[src/rtl/flight_mode_if.sv]
// flight_mode_if: bundles the command handshake, warp/abort/overflow inputs
// and the mux-select outputs of one flight_mode_controller axis.
//   cmd_valid/cmd_mode/cmd_ready : mode command handshake
//   warp_req, abort, pos_overflow: sequencing inputs
//   mode_sel, pos_sel            : one-hot mux selects
//   warp_active, cooldown, fault : status outputs
// master = the command source / datapath, slave = the controller.
interface flight_mode_if;
  logic       cmd_valid;
  logic [1:0] cmd_mode;
  logic       cmd_ready;
  logic       warp_req;
  logic       abort;
  logic       pos_overflow;
  logic [3:0] mode_sel;
  logic [3:0] pos_sel;
  logic       warp_active;
  logic       cooldown;
  logic       fault;

  modport master (
    output cmd_valid, cmd_mode, warp_req, abort, pos_overflow,
    input  cmd_ready, mode_sel, pos_sel, warp_active, cooldown, fault
  );

  modport slave (
    input  cmd_valid, cmd_mode, warp_req, abort, pos_overflow,
    output cmd_ready, mode_sel, pos_sel, warp_active, cooldown, fault
  );
endinterface

[src/rtl/flight_mode_controller.sv]
// flight_mode_controller: per-axis sequencer for the position datapath.
// Drives the one-hot velocity/mode mux and position mux selects, runs the
// warp sequence CHARGE -> JUMP -> COOL, and parks in FAULT when the position
// adder overflows.
// Ports:
//   clk  - system clock, rising edge
//   rst  - asynchronous active-high reset
//   bus  - flight_mode_if.slave (command handshake, warp_req, abort,
//          pos_overflow in; mode_sel, pos_sel, warp_active, cooldown,
//          fault, cmd_ready out)
module flight_mode_controller #(
  parameter int WARP_CHARGE_CYCLES   = 8,
  parameter int WARP_COOLDOWN_CYCLES = 16,
  parameter int CNT_W                = 5
) (
  input logic          clk,
  input logic          rst,
  flight_mode_if.slave bus
);

  typedef enum logic [2:0] {
    ST_IDLE   = 3'd0,
    ST_CRUISE = 3'd1,
    ST_CHARGE = 3'd2,
    ST_JUMP   = 3'd3,
    ST_COOL   = 3'd4,
    ST_FAULT  = 3'd5
  } state_t;

  typedef struct packed {
    logic [3:0] mode_sel;
    logic [3:0] pos_sel;
    logic       warp_active;
    logic       cooldown;
    logic       fault;
  } outs_t;

  localparam logic [CNT_W-1:0] CHARGE_LOAD = CNT_W'(WARP_CHARGE_CYCLES - 1);
  localparam logic [CNT_W-1:0] COOL_LOAD   = CNT_W'(WARP_COOLDOWN_CYCLES - 1);
  localparam logic [CNT_W-1:0] CNT_ONE     = CNT_W'(1);

  state_t           state;
  logic [CNT_W-1:0] cnt;
  logic [1:0]       saved_mode;
  outs_t            outs;
  logic             cmd_fire;
  logic             warp_live;

  function automatic logic [3:0] mode_onehot(input logic [1:0] m);
    case (m)
      2'b01:   return 4'b0010;
      2'b10:   return 4'b0100;
      2'b11:   return 4'b1000;
      default: return 4'b0001;
    endcase
  endfunction

  // Output pattern for the state being entered; every transition below loads
  // the registered outputs from this so they change on the same edge as state.
  function automatic outs_t decode(input state_t s, input logic [1:0] m);
    outs_t o;
    o = '{mode_sel: 4'b0001, pos_sel: 4'b0001, warp_active: 1'b0,
          cooldown: 1'b0, fault: 1'b0};
    case (s)
      ST_CRUISE: begin
        o.pos_sel  = 4'b0010;
        o.mode_sel = mode_onehot(m);
      end
      ST_CHARGE: begin
        o.pos_sel  = 4'b0010;
        o.mode_sel = 4'b1000;
      end
      ST_JUMP: begin
        o.pos_sel     = 4'b0100;
        o.mode_sel    = 4'b1000;
        o.warp_active = 1'b1;
      end
      ST_COOL: begin
        o.pos_sel  = 4'b0010;
        o.mode_sel = 4'b0100;
        o.cooldown = 1'b1;
      end
      ST_FAULT: o.fault = 1'b1;
      default: ;
    endcase
    return o;
  endfunction

  // cmd_ready is a pure decode of state so the source sees it in the same
  // cycle; commands are only ever taken in IDLE, CRUISE and FAULT.
  assign bus.cmd_ready = (state == ST_IDLE) || (state == ST_CRUISE) ||
                         (state == ST_FAULT);
  assign cmd_fire      = bus.cmd_valid && bus.cmd_ready;
  // Overflow only matters while the adder is feeding the position.
  assign warp_live     = (state == ST_CRUISE) || (state == ST_CHARGE) ||
                         (state == ST_JUMP)   || (state == ST_COOL);

  // NOTE: all state is updated with non-blocking assignments so every branch
  // reads the pre-edge values of state, cnt and saved_mode.
  always_ff @(posedge clk or posedge rst) begin
    if (rst) begin
      state      <= ST_IDLE;
      cnt        <= '0;
      saved_mode <= 2'b00;
      outs       <= decode(ST_IDLE, 2'b00);
    end else if (bus.abort) begin
      state      <= ST_IDLE;
      cnt        <= '0;
      saved_mode <= 2'b00;
      outs       <= decode(ST_IDLE, 2'b00);
    end else if (bus.pos_overflow && warp_live) begin
      state <= ST_FAULT;
      cnt   <= '0;
      outs  <= decode(ST_FAULT, saved_mode);
    end else begin
      case (state)
        ST_IDLE: begin
          if (cmd_fire && (bus.cmd_mode != 2'b00)) begin
            saved_mode <= bus.cmd_mode;
            state      <= ST_CRUISE;
            outs       <= decode(ST_CRUISE, bus.cmd_mode);
          end
        end
        ST_CRUISE: begin
          // A same-cycle command is still handshaken but dropped here.
          if (bus.warp_req) begin
            state <= ST_CHARGE;
            cnt   <= CHARGE_LOAD;
            outs  <= decode(ST_CHARGE, saved_mode);
          end else if (cmd_fire) begin
            if (bus.cmd_mode == 2'b00) begin
              state <= ST_IDLE;
              outs  <= decode(ST_IDLE, 2'b00);
            end else begin
              saved_mode <= bus.cmd_mode;
              outs       <= decode(ST_CRUISE, bus.cmd_mode);
            end
          end
        end
        ST_CHARGE: begin
          if (cnt == '0) begin
            state <= ST_JUMP;
            outs  <= decode(ST_JUMP, saved_mode);
          end else begin
            cnt <= cnt - CNT_ONE;
          end
        end
        ST_JUMP: begin
          state <= ST_COOL;
          cnt   <= COOL_LOAD;
          outs  <= decode(ST_COOL, saved_mode);
        end
        ST_COOL: begin
          if (cnt == '0) begin
            state <= ST_CRUISE;
            outs  <= decode(ST_CRUISE, saved_mode);
          end else begin
            cnt <= cnt - CNT_ONE;
          end
        end
        ST_FAULT: begin
          // Non-zero commands are accepted and discarded; only park clears.
          if (cmd_fire && (bus.cmd_mode == 2'b00)) begin
            state <= ST_IDLE;
            outs  <= decode(ST_IDLE, 2'b00);
          end
        end
        default: begin
          state      <= ST_IDLE;
          cnt        <= '0;
          saved_mode <= 2'b00;
          outs       <= decode(ST_IDLE, 2'b00);
        end
      endcase
    end
  end

  assign bus.mode_sel    = outs.mode_sel;
  assign bus.pos_sel     = outs.pos_sel;
  assign bus.warp_active = outs.warp_active;
  assign bus.cooldown    = outs.cooldown;
  assign bus.fault       = outs.fault;

endmodule
[src/flat_wrapper.sv]
// flat-port wrapper written by rule: the top's interface ports become plain ports
module flight_mode_controller_flat 
#(
  parameter int WARP_CHARGE_CYCLES   = 8,
  parameter int WARP_COOLDOWN_CYCLES = 16,
  parameter int CNT_W                = 5
)
  (clk, rst, bus_cmd_valid, bus_cmd_mode, bus_warp_req, bus_abort, bus_pos_overflow, bus_cmd_ready, bus_mode_sel, bus_pos_sel, bus_warp_active, bus_cooldown, bus_fault);
  flight_mode_if bus_i ();
  input logic clk;
  input logic rst;
  input wire logic [$bits(bus_i.cmd_valid)-1:0] bus_cmd_valid;
  input wire logic [$bits(bus_i.cmd_mode)-1:0] bus_cmd_mode;
  input wire logic [$bits(bus_i.warp_req)-1:0] bus_warp_req;
  input wire logic [$bits(bus_i.abort)-1:0] bus_abort;
  input wire logic [$bits(bus_i.pos_overflow)-1:0] bus_pos_overflow;
  output wire logic [$bits(bus_i.cmd_ready)-1:0] bus_cmd_ready;
  output wire logic [$bits(bus_i.mode_sel)-1:0] bus_mode_sel;
  output wire logic [$bits(bus_i.pos_sel)-1:0] bus_pos_sel;
  output wire logic [$bits(bus_i.warp_active)-1:0] bus_warp_active;
  output wire logic [$bits(bus_i.cooldown)-1:0] bus_cooldown;
  output wire logic [$bits(bus_i.fault)-1:0] bus_fault;
  assign bus_i.cmd_valid = bus_cmd_valid;
  assign bus_i.cmd_mode = bus_cmd_mode;
  assign bus_i.warp_req = bus_warp_req;
  assign bus_i.abort = bus_abort;
  assign bus_i.pos_overflow = bus_pos_overflow;
  assign bus_cmd_ready = bus_i.cmd_ready;
  assign bus_mode_sel = bus_i.mode_sel;
  assign bus_pos_sel = bus_i.pos_sel;
  assign bus_warp_active = bus_i.warp_active;
  assign bus_cooldown = bus_i.cooldown;
  assign bus_fault = bus_i.fault;
  flight_mode_controller #(.WARP_CHARGE_CYCLES(WARP_CHARGE_CYCLES), .WARP_COOLDOWN_CYCLES(WARP_COOLDOWN_CYCLES), .CNT_W(CNT_W)) u_core (.clk(clk), .rst(rst), .bus(bus_i));
endmodule
[config.mk]
export PLATFORM = sky130hd
export DESIGN_NAME = flight_mode_controller_flat
export DESIGN_NICKNAME = d
export VERILOG_FILES = /design/src/rtl/flight_mode_if.sv /design/src/rtl/flight_mode_controller.sv /design/src/flat_wrapper.sv
export SDC_FILE = /design/constraint.sdc
export NUM_CORES = 1
export LEC_CHECK = 0
export CAP_MARGIN = 20
export CELL_PAD_IN_SITES_DETAIL_PLACEMENT = 1
export CELL_PAD_IN_SITES_GLOBAL_PLACEMENT = 2
export CORE_MARGIN = 2
export CORE_UTILIZATION = 33
export DETAILED_ROUTE_END_ITERATION = 10
export PLACE_DENSITY = 0.8
export REMOVE_ABC_BUFFERS = 1
export SYNTH_ARGS = -nofsm -noshare
export SYNTH_HDL_FRONTEND = slang
export SYNTH_SLANG_ARGS = --single-unit
[constraint.sdc]
create_clock -name clk -period 2.2 [get_ports clk]
set_input_delay 0.55 -clock clk [delete_from_list [all_inputs] [get_ports clk]]
set_output_delay 0.55 -clock clk [all_outputs]
set_load 0.05 [all_outputs]
# Yosys cells after proc, flatten, opt, wreduce, memory -nomap -nowiden
# Index checks and enable logic that the tools add are counted.
# op_classes
n_eq_ne	26
add_sub_neg	1
muxes	34
n_reduce_logical	20
# ops
op	n
11-bit two-way mux	9
11-bit one-hot mux with 6 select lines	1
3-bit two-way mux	9
4-bit one-hot mux with 3 select lines	2
5-bit two-way mux	4
4-bit != test, second input constant	5
5-bit one-hot mux with 4 select lines	1
3-bit one-hot mux with 6 select lines	1
2-bit two-way mux	6
6-bit AND reduction	2
3-bit != test, second input constant	3
2-bit equality test, second input constant	4
3-bit by 2-bit equality test with 1-bit output, second input constant	2
3-bit equality test, second input constant	2
2-bit one-hot mux with 3 select lines	1
5-bit zero test	1
1-bit logical OR	5
5-bit by 4-bit != test with 1-bit output, second input constant	1
5-bit != test, second input constant	1
5-bit AND reduction	1
5-bit by 1-bit subtractor with 5-bit output, second input constant	1
2-bit by 1-bit equality test with 1-bit output, second input constant	2
1-bit logical AND	4
4-bit by 3-bit != test with 1-bit output, second input constant	1
other kinds (11)	12
# word_totals
wordCells	89
inputBits	8
out_inout_bits	12
ff_bits	21

# Longest topological paths before layout
# Gate-level depths: netlist (run 1).
# logic_depth
word_depth	9
mapped_depth	9

# Worst setup path after synthesis (run 1)
# Ideal clock, no wire load.
# synth_path
path_type	flip-flop to flip-flop
from	reg u_core.state[2]
to	reg u_core.outs (netlist bit u_core.bus.cooldown)
setup_slack_ps	256
period_less_slack_ps	1944
path_stages_with_launch	10
arrival_time_ps	1816
required_ps	2073
path_cell_list	dfrtp_1 buf_2 inv_2 ha_1 a21oi_1 a32o_1 a221o_2 buf_6 nand2_1 o41ai_1
# synth_between
elab_chain_len	7
elab_cells_between_ends	24
cone_classes	eq/ne (10); mux (3); reduce/logical (11)
# synth_lines
element	line_no	text
start, declared	flight_mode_controller.sv:42	state_t state;
start signal, assigned	flight_mode_controller.sv:102	state <= ST_IDLE;
start signal, assigned	flight_mode_controller.sv:107	state <= ST_IDLE;
start signal, assigned	flight_mode_controller.sv:112	state <= ST_FAULT;
3-bit by 1-bit equality test with 1-bit output, or another cell as far along	flight_mode_controller.sv:91, flight_mode_controller.sv:95, flight_mode_controller.sv:116	
1-bit logical OR, on equally long branches (2 in a row)	flight_mode_controller.sv:95, flight_mode_controller.sv:91	
1-bit logical OR / 1-bit logical AND (equally long branches)	flight_mode_controller.sv:96, flight_mode_controller.sv:93	
1-bit logical AND, on equally long branches	flight_mode_controller.sv:111, flight_mode_controller.sv:118, flight_mode_controller.sv:163	
5-bit by 4-bit != test with 1-bit output (no source line), or another cell as far along	--	
5-bit AND reduction (no source line) / 11-bit two-way mux (equally long branches)	--	
end signal, assigned	flight_mode_controller.sv:105	outs <= decode(ST_IDLE, 2'b00);
end signal, assigned	flight_mode_controller.sv:110	outs <= decode(ST_IDLE, 2'b00);
end signal, assigned	flight_mode_controller.sv:114	outs <= decode(ST_FAULT, saved_mode);
end, declared	flight_mode_controller.sv:45	outs_t outs;
# Several ways; a longest one is shown, not always the timed one.
# A chain may end at the register's enable or synchronous reset.

# Worst setup path after layout (run 1)
# layout_path
from	in bus_abort
to	reg u_core.outs (netlist bit u_core.bus.pos_sel[0])
# layout_between
elab_chain_len	2
elab_cells_between_ends	7
cone_classes	eq/ne (5); mux (1); reduce/logical (1)
# layout_lines
element	line_no	text
start, declared	flat_wrapper.sv:15	input wire logic [$bits(bus_i.abort)-1:0] bus_abort;
5-bit by 4-bit != test with 1-bit output (no source line) / 4-bit != test (equally long branches)	--	
5-bit AND reduction (no source line)	--	
# Several ways; a longest one is shown, not always the timed one.

==> metrics, run 1 <==
Pleak 0.000786 uW; sum of buffers and inverters on the critical path 2; internal power 1280 uW; vias in the first global route 1374; Inserted Clock Buffers 3; CP Cell Sequence clkdlybuf4s50_1, buf_4, or4_1, o31ai_2, nand2_2, mux2_4; register area share after synthesis 34.8%; Final Cycle Share 96.5%; largest cells by area after synthesis dfrtp_1 31%, nand2_1 7.1%, a21oi_1 4.0%; total congestion overflow 0; CTS H-tree depth 1; routed len/inst 17.0 um; Clk pwr share 9.8%; clock buffer depth 2; I/O Pins 20; Initial Util 34.3%; final setup fails 0; Period minus WS final 2120 ps; # diodes 0; synthesized instance count 155; switching power 1230 uW; unrepaired setup endpoints after global routing no; synth-to-layout area growth 30.8%; critical setup path kind in -> reg; Seq pwr share 24.1%; total of max-cap violations 0; Iteration-0 DRC Markers 60; combinational share of power 66.0%; Post-synth top cells 26 x nand2_1, 17 x dfrtp_1, 11 x a21oi_1, 9 x inv_1, 7 x nor2_1; pwr dens 1400 nW/um^2; Fmax 0.471 GHz; FF-to-FF path depth 6; max-slew violations 0; Slew @ Worst Pin 517 ps; height of the chip 68.5 um; gpl congestion 0.885; clock sinks 19; Worst Hold Class reg -> reg; row count 23; Crit path depth 6; YS warnings 0; fin area 1800 sq um; Switching Fraction 49.1%; vias per cell 5.57; routed vias 1349; TritonCTS clock tree built; overall routing resource usage 19.4%; placed insts 238; CTS root buf clkbuf_8; Area after DPL 1740 sq um; worst clock skew 5.65 ps; register bit total from synthesis 19; top-area cell type share of the netlist area 31.0%; non-filler instance count after layout 242; hold_buf cts 0; Max VDD drop 0.648 mV; GRT busiest layer met2; grt met3 use 2.60%; Crit path required time 2390 ps; drt first pass iters 4; status finished clean; grt met2 use 31.4%; antenna violations before repair 0; final net count 203; Hold Crit Depth 2; Avg Cell Area, Syn 8.86 sq um; first-pass GRT wire length 6800 um; final hold vios 0; Synth async-reset ratio 100%; ANT nets after route 0; Core ar. 4000 sq um; layout cells sized above 1 26.6%; Die Footprint 4690 sq um; Slew HR 65.5%; DRC errors left 0; most frequent cell after synthesis nand2_1; Post-Syn Area 1370 sq um; cell taking the most area after synthesis dfrtp_1; Critical Path Slowest Stage Cell or4_1; die extent in x 68.5 um; Clk pin slew, worst setup/hold paths 80 ps; max incr delay on CP 490 ps; DPL Wire Length 3170 um; Port Buffers 18; number of enable flip-flop cells after synthesis 0; met1 usage 26.8%; Unique masters post-synth 52; endpoint type of the worst setup path flip-flop; Routed WL 4110 um; Crit path max-delay family buffers and inverters; top_reg_cell synth dfrtp_1; largest net degree at the start of global routing 20; worst skew pair latency 250 ps; Arrival @ worst endpoint 2310 ps; CP max FO 8; startpoint types input pin; total setup buffers inserted after CTS 0
## layout by cell type (no fill, tap or decap), drive strengths merged, types with 2 or more instances in the layout
cell type	instances
clkdlybuf4s50	15
ha	2
a211oi	4
nor2b	4
nor2	9
inv	10
o31ai	5
a21oi	11
a22o	2
clkbuf	4
nand4	2
buf	28
dfstp	2
nand2	26
or2	2
o21ai	10
a32o	2
nand4b	2
nand3	3
o41ai	2
dfrtp	17
nor4b	2
nand2b	3
nor3	3
o21a	2
xnor2	2
## what timing repair did
item,CTS,global route
resized for setup,0,4
endpoints found under the setup margin,0,7
endpoints found under the hold margin,0,0
## per-layer routing
| layer | wire, um | part of all wire, % |
|---|---|---|
| met5 | 0 | 0 |
| met4 | 25 | 0.61 |
| met1 | 1910 | 46 |
| met2 | 2050 | 50 |
| met3 | 124 | 3.0 |
## through the flow
| step | hold slack (ps) | worst slack (ps) | power, uW | TNS [ps] | utilization (%) |
|---|---|---|---|---|---|
| after floorplan | 469 | 71.7 | 1610 | 0 | - |
| after global placement | 462 | -118 | 2190 | -971 | 43.5 |
| after detailed placement | 469 | -198 | 2240 | -1760 | 43.5 |
| after CTS | 480 | 63.1 | 2490 | 0 | 44.6 |
| after global routing | 496 | 8.56 | 2700 | 0 | 44.9 |
| final | 477 | 78.1 | 2510 | 0 | 44.9 |
## worst register-to-register path: cells and delay by family, from the launching register on
family	cells	cell delay, ps
DFF	1	380
muxes	1	340
AOI/OAI and AO/OA	3	800
buffers and inverters	1	160
adders and majority gates	1	280
## state kept, by name, indices dropped and copies added (netlist names)
| name | count |
|---|---|
| u_core.bus.mode_sel | 4 |
| u_core.bus.cooldown | 1 |
| u_core.saved_mode | 2 |
| u_core.bus.pos_sel | 3 |
| u_core.bus.fault | 1 |
| u_core.cnt | 5 |
| u_core.state | 3 |
## power by group through the flow
stage | Sequential (uW) | Combinational, uW | Clock, uW
detailed placement | 611 | 1630 | 0
finish | 606 | 1660 | 247
global placement | 598 | 1590 | 0
global route | 625 | 1810 | 267
floorplan | 835 | 770 | 0
CTS | 605 | 1640 | 251
## cells by family (layout without fill, tap and decap cells)
logic type / Yosys count / count (layout) / synth area share (%)
muxes: 1 / 1 / 1.09
and+or+nand+nor: 60 / 60 / 25.4
other: 1 / 1 / 0.273
buffers and inverters: 20 / 57 / 7.75
AOI/OAI and AO/OA: 49 / 49 / 26.8
adders and majority gates: 3 / 3 / 2.55
xor gates and xnor gates: 2 / 2 / 1.28
DFF: 19 / 19 / 34.8
## path summary, 6_finish.rpt
kind,from,to,slack [ps]
worst max-delay path,bus_abort,u_core.bus.pos_sel[0],80
worst min-delay path,u_core.bus.mode_sel[0],u_core.bus.mode_sel[0],480
worst max register to register,u_core.state[1],u_core.bus.pos_sel[0],170
worst min register to register,u_core.bus.mode_sel[0],u_core.bus.mode_sel[0],480
max in group asynchronous,rst,u_core.bus.pos_sel[0],1310
min in group asynchronous,rst,u_core.bus.pos_sel[1],630
## area by class of cell
type | instances | area (sq um)
fill | 473 | 2200
multi-input combinational | 116 | 800
sequential | 19 | 478
timing repair buffer | 43 | 373
tap | 50 | 62.6
clock buffer | 4 | 45.0
inverter | 10 | 37.5
Note: power is estimated with default switching activity, not from simulation.
==> run 2, diff against run 1 <==
- CAP_MARGIN: 20 -> 40
==> results of run 2 <==
No change in the layout: final DEF, timing and power equal those of run 1.
